[src/rtl/onehot_scan_pkg.sv]
// Shared mode encodings and FSM state type for the one-hot / thermometer / scan decoder.
package onehot_scan_pkg;

    localparam logic [1:0] MODE_DECODE = 2'd0;
    localparam logic [1:0] MODE_THERMO = 2'd1;
    localparam logic [1:0] MODE_SCAN   = 2'd2;
    localparam logic [1:0] MODE_RSVD   = 2'd3;

    typedef enum logic {
        ST_IDLE = 1'b0,
        ST_SCAN = 1'b1
    } state_t;

endpackage

[src/rtl/onehot_scan_decoder_bin2onehot.sv]
// Purely combinational binary index to one-hot converter.
module bin2onehot #(
    parameter int SEL_W = 3
) (
    input  logic [SEL_W-1:0]      idx_i,
    output logic [2**SEL_W-1:0]   onehot_o
);

    always_comb begin
        onehot_o        = '0;
        onehot_o[idx_i] = 1'b1;
    end

endmodule

[src/rtl/onehot_scan_decoder.sv]
// Registered one-hot / thermometer decoder with a timed auto-scan mode.
// state    | meaning
// ST_IDLE  | decode/thermo follow sel each cycle; SCAN mode waits for start
// ST_SCAN  | walking one active bit over 0..last, each held dwell+1 cycles
module onehot_scan_decoder
    import onehot_scan_pkg::*;
#(
    parameter int SEL_W   = 3,
    parameter int DWELL_W = 8
) (
    input  logic                  clk_i,
    input  logic                  rst_i,
    input  logic                  en_i,
    input  logic [1:0]            mode_i,
    input  logic [SEL_W-1:0]      sel_i,
    input  logic                  start_i,
    input  logic [DWELL_W-1:0]    dwell_i,
    output logic [2**SEL_W-1:0]   out_o,
    output logic                  busy_o,
    output logic                  done_o
);

    localparam int OUT_W = 2**SEL_W;

    state_t               state_q, state_d;
    logic [SEL_W-1:0]     step_q, step_d;
    logic [SEL_W-1:0]     last_q, last_d;
    logic [DWELL_W-1:0]   cnt_q, cnt_d;
    logic [DWELL_W-1:0]   dwell_q, dwell_d;
    logic [OUT_W-1:0]     out_q, out_d;
    logic                 busy_q, busy_d;
    logic                 done_q, done_d;

    logic [SEL_W-1:0]     oh_idx;
    logic [OUT_W-1:0]     oh_vec;
    logic [OUT_W-1:0]     thermo_vec;

    // Single decoder: idle decodes sel (or index 0 on scan start), scan decodes the next step.
    always_comb begin
        oh_idx = sel_i;
        if (state_q == ST_SCAN) begin
            oh_idx = step_q + SEL_W'(1);
        end else if (mode_i == MODE_SCAN) begin
            oh_idx = '0;
        end
    end

    bin2onehot #(.SEL_W(SEL_W)) u_bin2onehot (
        .idx_i    (oh_idx),
        .onehot_o (oh_vec)
    );

    always_comb begin
        thermo_vec = '0;
        for (int i = 0; i < OUT_W; i++) begin
            if (i <= int'(sel_i)) thermo_vec[i] = 1'b1;
        end
    end

    always_comb begin
        state_d = state_q;
        step_d  = step_q;
        last_d  = last_q;
        cnt_d   = cnt_q;
        dwell_d = dwell_q;
        out_d   = out_q;
        busy_d  = busy_q;
        done_d  = 1'b0;
        case (state_q)
            ST_IDLE: begin
                busy_d = 1'b0;
                case (mode_i)
                    MODE_DECODE: out_d = oh_vec;
                    MODE_THERMO: out_d = thermo_vec;
                    MODE_SCAN: begin
                        out_d = '0;
                        if (start_i) begin
                            last_d  = sel_i;
                            dwell_d = dwell_i;
                            step_d  = '0;
                            cnt_d   = '0;
                            out_d   = oh_vec;
                            busy_d  = 1'b1;
                            state_d = ST_SCAN;
                        end
                    end
                    default: out_d = '0;
                endcase
            end
            ST_SCAN: begin
                // Compare before increment so an all-ones dwell never wraps.
                if (cnt_q == dwell_q) begin
                    cnt_d = '0;
                    if (step_q == last_q) begin
                        out_d   = '0;
                        busy_d  = 1'b0;
                        done_d  = 1'b1;
                        step_d  = '0;
                        state_d = ST_IDLE;
                    end else begin
                        step_d = step_q + SEL_W'(1);
                        out_d  = oh_vec;
                    end
                end else begin
                    cnt_d = cnt_q + DWELL_W'(1);
                end
            end
            default: state_d = ST_IDLE;
        endcase
    end

    always_ff @(posedge clk_i) begin
        if (rst_i) begin
            state_q <= ST_IDLE;
            step_q  <= '0;
            last_q  <= '0;
            cnt_q   <= '0;
            dwell_q <= '0;
            out_q   <= '0;
            busy_q  <= 1'b0;
            done_q  <= 1'b0;
        end else if (en_i) begin
            state_q <= state_d;
            step_q  <= step_d;
            last_q  <= last_d;
            cnt_q   <= cnt_d;
            dwell_q <= dwell_d;
            out_q   <= out_d;
            busy_q  <= busy_d;
            done_q  <= done_d;
        end
    end

    assign out_o  = out_q;
    assign busy_o = busy_q;
    // A pending done pulse is held while disabled and shows once en returns.
    assign done_o = done_q & en_i;

endmodule

[config.mk]
export PLATFORM = sky130hd
export DESIGN_NAME = onehot_scan_decoder
export DESIGN_NICKNAME = d
export VERILOG_FILES = /design/src/rtl/onehot_scan_pkg.sv /design/src/rtl/onehot_scan_decoder_bin2onehot.sv /design/src/rtl/onehot_scan_decoder.sv
export SDC_FILE = /design/constraint.sdc
export NUM_CORES = 1
export LEC_CHECK = 0
export CAP_MARGIN = 15
export CORE_MARGIN = 2
export CORE_UTILIZATION = 53
export CTS_BUF_LIST = sky130_fd_sc_hd__clkbuf_16
export DETAILED_ROUTE_END_ITERATION = 8
export MAX_ROUTING_LAYER = met4
export PLACE_DENSITY = 0.78
export SYNTH_ARGS = -nofsm -noshare
export SYNTH_HDL_FRONTEND = slang
export SYNTH_HIERARCHICAL = 1
export SYNTH_SLANG_ARGS = --single-unit
export TNS_END_PERCENT = 30
[constraint.sdc]
create_clock -name clk_i -period 2.1 [get_ports clk_i]
set_clock_uncertainty 0.05 [all_clocks]
set_input_delay 0.21 -clock clk_i [delete_from_list [all_inputs] [get_ports clk_i]]
set_output_delay 0.21 -clock clk_i [all_outputs]
set_load 0.01 [all_outputs]
==> results.tsv <==
stage	metric	value	unit
setup_path	critPathLaunchType	input port	
synth	ys_warn_count	6	
cells_and_area	layout_commonest_cell	dfxtp_1	
synth	synthFlopType	dfxtp_1	
drt	met2WireLength	2.04	mm
worst_hold_path	hp-class	flip-flop to flip-flop	
setup_path	reg2reg_depth	7	
drt	postRouteAntennaNets	0	
cells_and_area	antenna_cells	0	
sta	worst_hold_slack	0.421	ns
setup_path	path_class	input port to flip-flop	
floorplanning	core	3310	sq um
floorplanning	die_h	62.4	um
sta	final_hold_viol_count	0	
drt	num_vias	1576	
setup_path	r2r_start	state_q	
setup_path	cp.arrival	2.07	ns
drt	wl_met1	1.72	mm
placed_design	place.gp.congestion	0.915	
drt	avgViaCountPerCell	5.47	
cells_and_area	areaGrowthSynthToFinish	27.8	%
cells_and_area	design_area	2310	sq um
global_routing	grt_pass1_vias	1556	
setup_path	slowest_stage	clkdlybuf4s50_1	
global_routing	antenna_found_initial	0	
drt	routed-wl-met3	159	um
clock_tree	postCtsSetupBuffers	0	
global_routing	grt.total_usage	0.236	
global_routing	grt_pass1_wl	7.03	mm
synth	async_flop_share	0	
drt	wl	4.02	mm
sta	setup_viol	0	
worst_hold_path	min_to	done_q	
floorplanning	dieArea	3900	sq um
cells_and_area	fill_cells	279	
synth	synth_nets	223	
placed_design	post_dp_cell_area	2160	sq um
synth	synth_seq_cells	33	
synth	synth_seq_area_share	0.365	
setup_path	crit_top_cell	a21oi_1	
floorplanning	die_w	62.4	um
sta	max_freq	0.523	GHz
placed_design	place_inst	280	
cells_and_area	final_cell_mix	dfxtp_1, clkdlybuf4s50_1, a21oi_1, nor2_1, buf_4	
sta	min_period	1.91	ns
clock_tree	clkLatencyLatePin	0.28	ns
floorplanning	num_rows	21	
pwr	p_leak	0.000989	uW
placed_design	port_buffers	26	
sta	fin_crit_sh	0.911	
sta	slew_violations	0	
synth	synth_edf_count	0	
setup_path	cp_slowest_stage_delay	0.56	ns
sta	relSlewSlack	0.710	
floorplanning	boundaryPins	27	
setup_path	path_max_fanout	5	
cells_and_area	drive_above_1_share	0.161	
synth	netlist_area	1810	sq um
pwr	max-vdd-ir-drop	0.000654	V
sta	rsz0062_at_grt	false	
global_routing	grt_max_degree	22	
cells_and_area	fin_cells	288	
setup_path	reg2reg_to	out_o[5]	
clock_tree	clk_path_buf_depth	2	
pwr	p_per_area	666	nW/um^2
drt	drc_errors	0	
drt	first_iter_violations	71	
clock_tree	cts_max_level	2	
clock_tree	numCtsBuffers	5	
global_routing	overflow	0	
synth	synth_cells	204	
synth	avgSynthCellArea	8.87	sq um
synth	synth.distinct_cells	46	
placed_design	preCtsSetupSlack	-0.164	ns
pwr	power.total	1540	uW
worst_hold_path	worstHoldPathCells	2	
drt	post_drt_wl_per_cell	13.9	um
flow_run	max_cap_viol_count	0	
placed_design	detailed_place_hpwl	2.96	mm
cells_and_area	multi_input_area	1030	sq um
cells_and_area	fin_nets	260	
setup_path	critPathRequiredTime	2.25	ns
clock_tree	cts_tree	built	
cells_and_area	seq_area	661	sq um
setup_path	path_cells	clkdlybuf4s50_1, o21ai_0, mux2i_1, and3b_2, nand3_1, a21oi_1, a21oi_1, a211oi_2	
sta	worst_pin_slew	0.423	ns
drt	top_layer_used	met4	
sta	layout_setup_ws	0.186	ns
drt	drt-pass1-iter-count	4	
clock_tree	path_clk_slew	0.05	ns
clock_tree	cts_root_buffer	clkbuf_16	
floorplanning	start_util	0.546	
setup_path	r2r_slack	0.21	ns
worst_hold_path	min_from	done_q	
run_status	outcome	finished, final reports clean	
setup_path	worst_setup_path_end_kind	flip-flop	
clock_tree	clkSinkCount	33	
synthesized netlist by cell type (2+ instances only):
library cell / instances / area share
nand2b_1: 3 / 0.010
xnor2_1: 8 / 0.039
a211oi_1: 7 / 0.029
nor3_1: 9 / 0.025
nor3b_1: 3 / 0.012
dfxtp_1: 33 / 0.37
and2_1: 2 / 0.0069
a2bb2oi_1: 2 / 0.0097
and3b_1: 2 / 0.0097
o21ai_0: 5 / 0.014
and3b_2: 3 / 0.017
and3_1: 2 / 0.0069
clkbuf_1: 2 / 0.0042
inv_1: 4 / 0.0083
a21oi_1: 19 / 0.053
nand3_1: 3 / 0.0083
buf_2: 2 / 0.0055
buf_6: 6 / 0.037
o32ai_2: 2 / 0.018
or3_1: 4 / 0.014
mux2i_1: 12 / 0.066
ha_1: 2 / 0.014
nand2_1: 15 / 0.031
nor2_1: 17 / 0.035
nand4_1: 7 / 0.024
xor2_1: 9 / 0.044
and3_2: 2 / 0.0083
worst max-delay path by stage:
stage                         start  endpoint  slack (ns)  depth (start not counted)
after detailed placement  mode_i[1]  out_o[0]       -0.16                          9
after CTS                 mode_i[1]  out_o[0]        0.11                          9
after global placement    mode_i[1]  out_o[0]       -0.18                          9
after global routing      step_q[0]  out_o[0]        0.02                          8
after floorplan           step_q[0]  out_o[4]        0.41                          9
final                     mode_i[0]  out_o[5]        0.19                          8
kinds of logic (layout without fill, tap and decap cells):
logic type      after synthesis  count (layout)  share of synthesized area
compound gates               46              46                      0.178
xor+xnor                     17              17                     0.0823
fa+ha+maj                     2               2                     0.0138
buf+inv                      18              56                     0.0692
flops                        33              33                      0.365
mux                          12              12                     0.0664
simple gates                 76              76                      0.225
power breakdown:
part	total, uW	switching, uW	internal [uW]
Sequential	653	9.64	644
Combinational	211	102	109
Clock	676	247	429
routing by layer:
layer,vias to the layer above,GRT usage
met5,-,-
met2,33,0.390
met4,0,0.111
met3,11,0.0685
li1,807,-
met1,725,0.261
layout make-up:
cell class	count	share of cell area
multi-input combinational	153	0.447
sequential	33	0.286
timing repair buffer	43	0.174
clock inverter	3	0.00595
inverter	5	0.00812
clock buffer	5	0.0541
tap	46	0.0249
metrics by stage:
step / utilization / setup TNS [ns]
finish: 0.698 / 0
detailed placement: 0.653 / -0.277
CTS: 0.695 / 0
global route: 0.698 / 0
floorplan: - / 0
global placement: 0.653 / -0.219
worst max-delay path: cells and delay by family:
kind	cells	cell delay [ns]
AOI/OAI and AO/OA	4	0.57
buffers and inverters	1	0.56
muxes	1	0.38
and+or+nand+nor	2	0.34
sequential cells by signal (all words and copies together), names as in the netlist:
| register | cells |
|---|---|
| out_o | 8 |
| busy_o | 1 |
| state_q | 1 |
| done_q | 1 |
| last_q | 3 |
| step_q | 3 |
| dwell_q | 8 |
| cnt_q | 8 |
timing repair:
| item | CTS | global route |
|---|---|---|
| hold buffers | 0 | 0 |
| endpoints found under the setup margin | 0 | 1 |
| resized for setup | 0 | 3 |
Note: power is estimated with default switching activity, not from simulation.
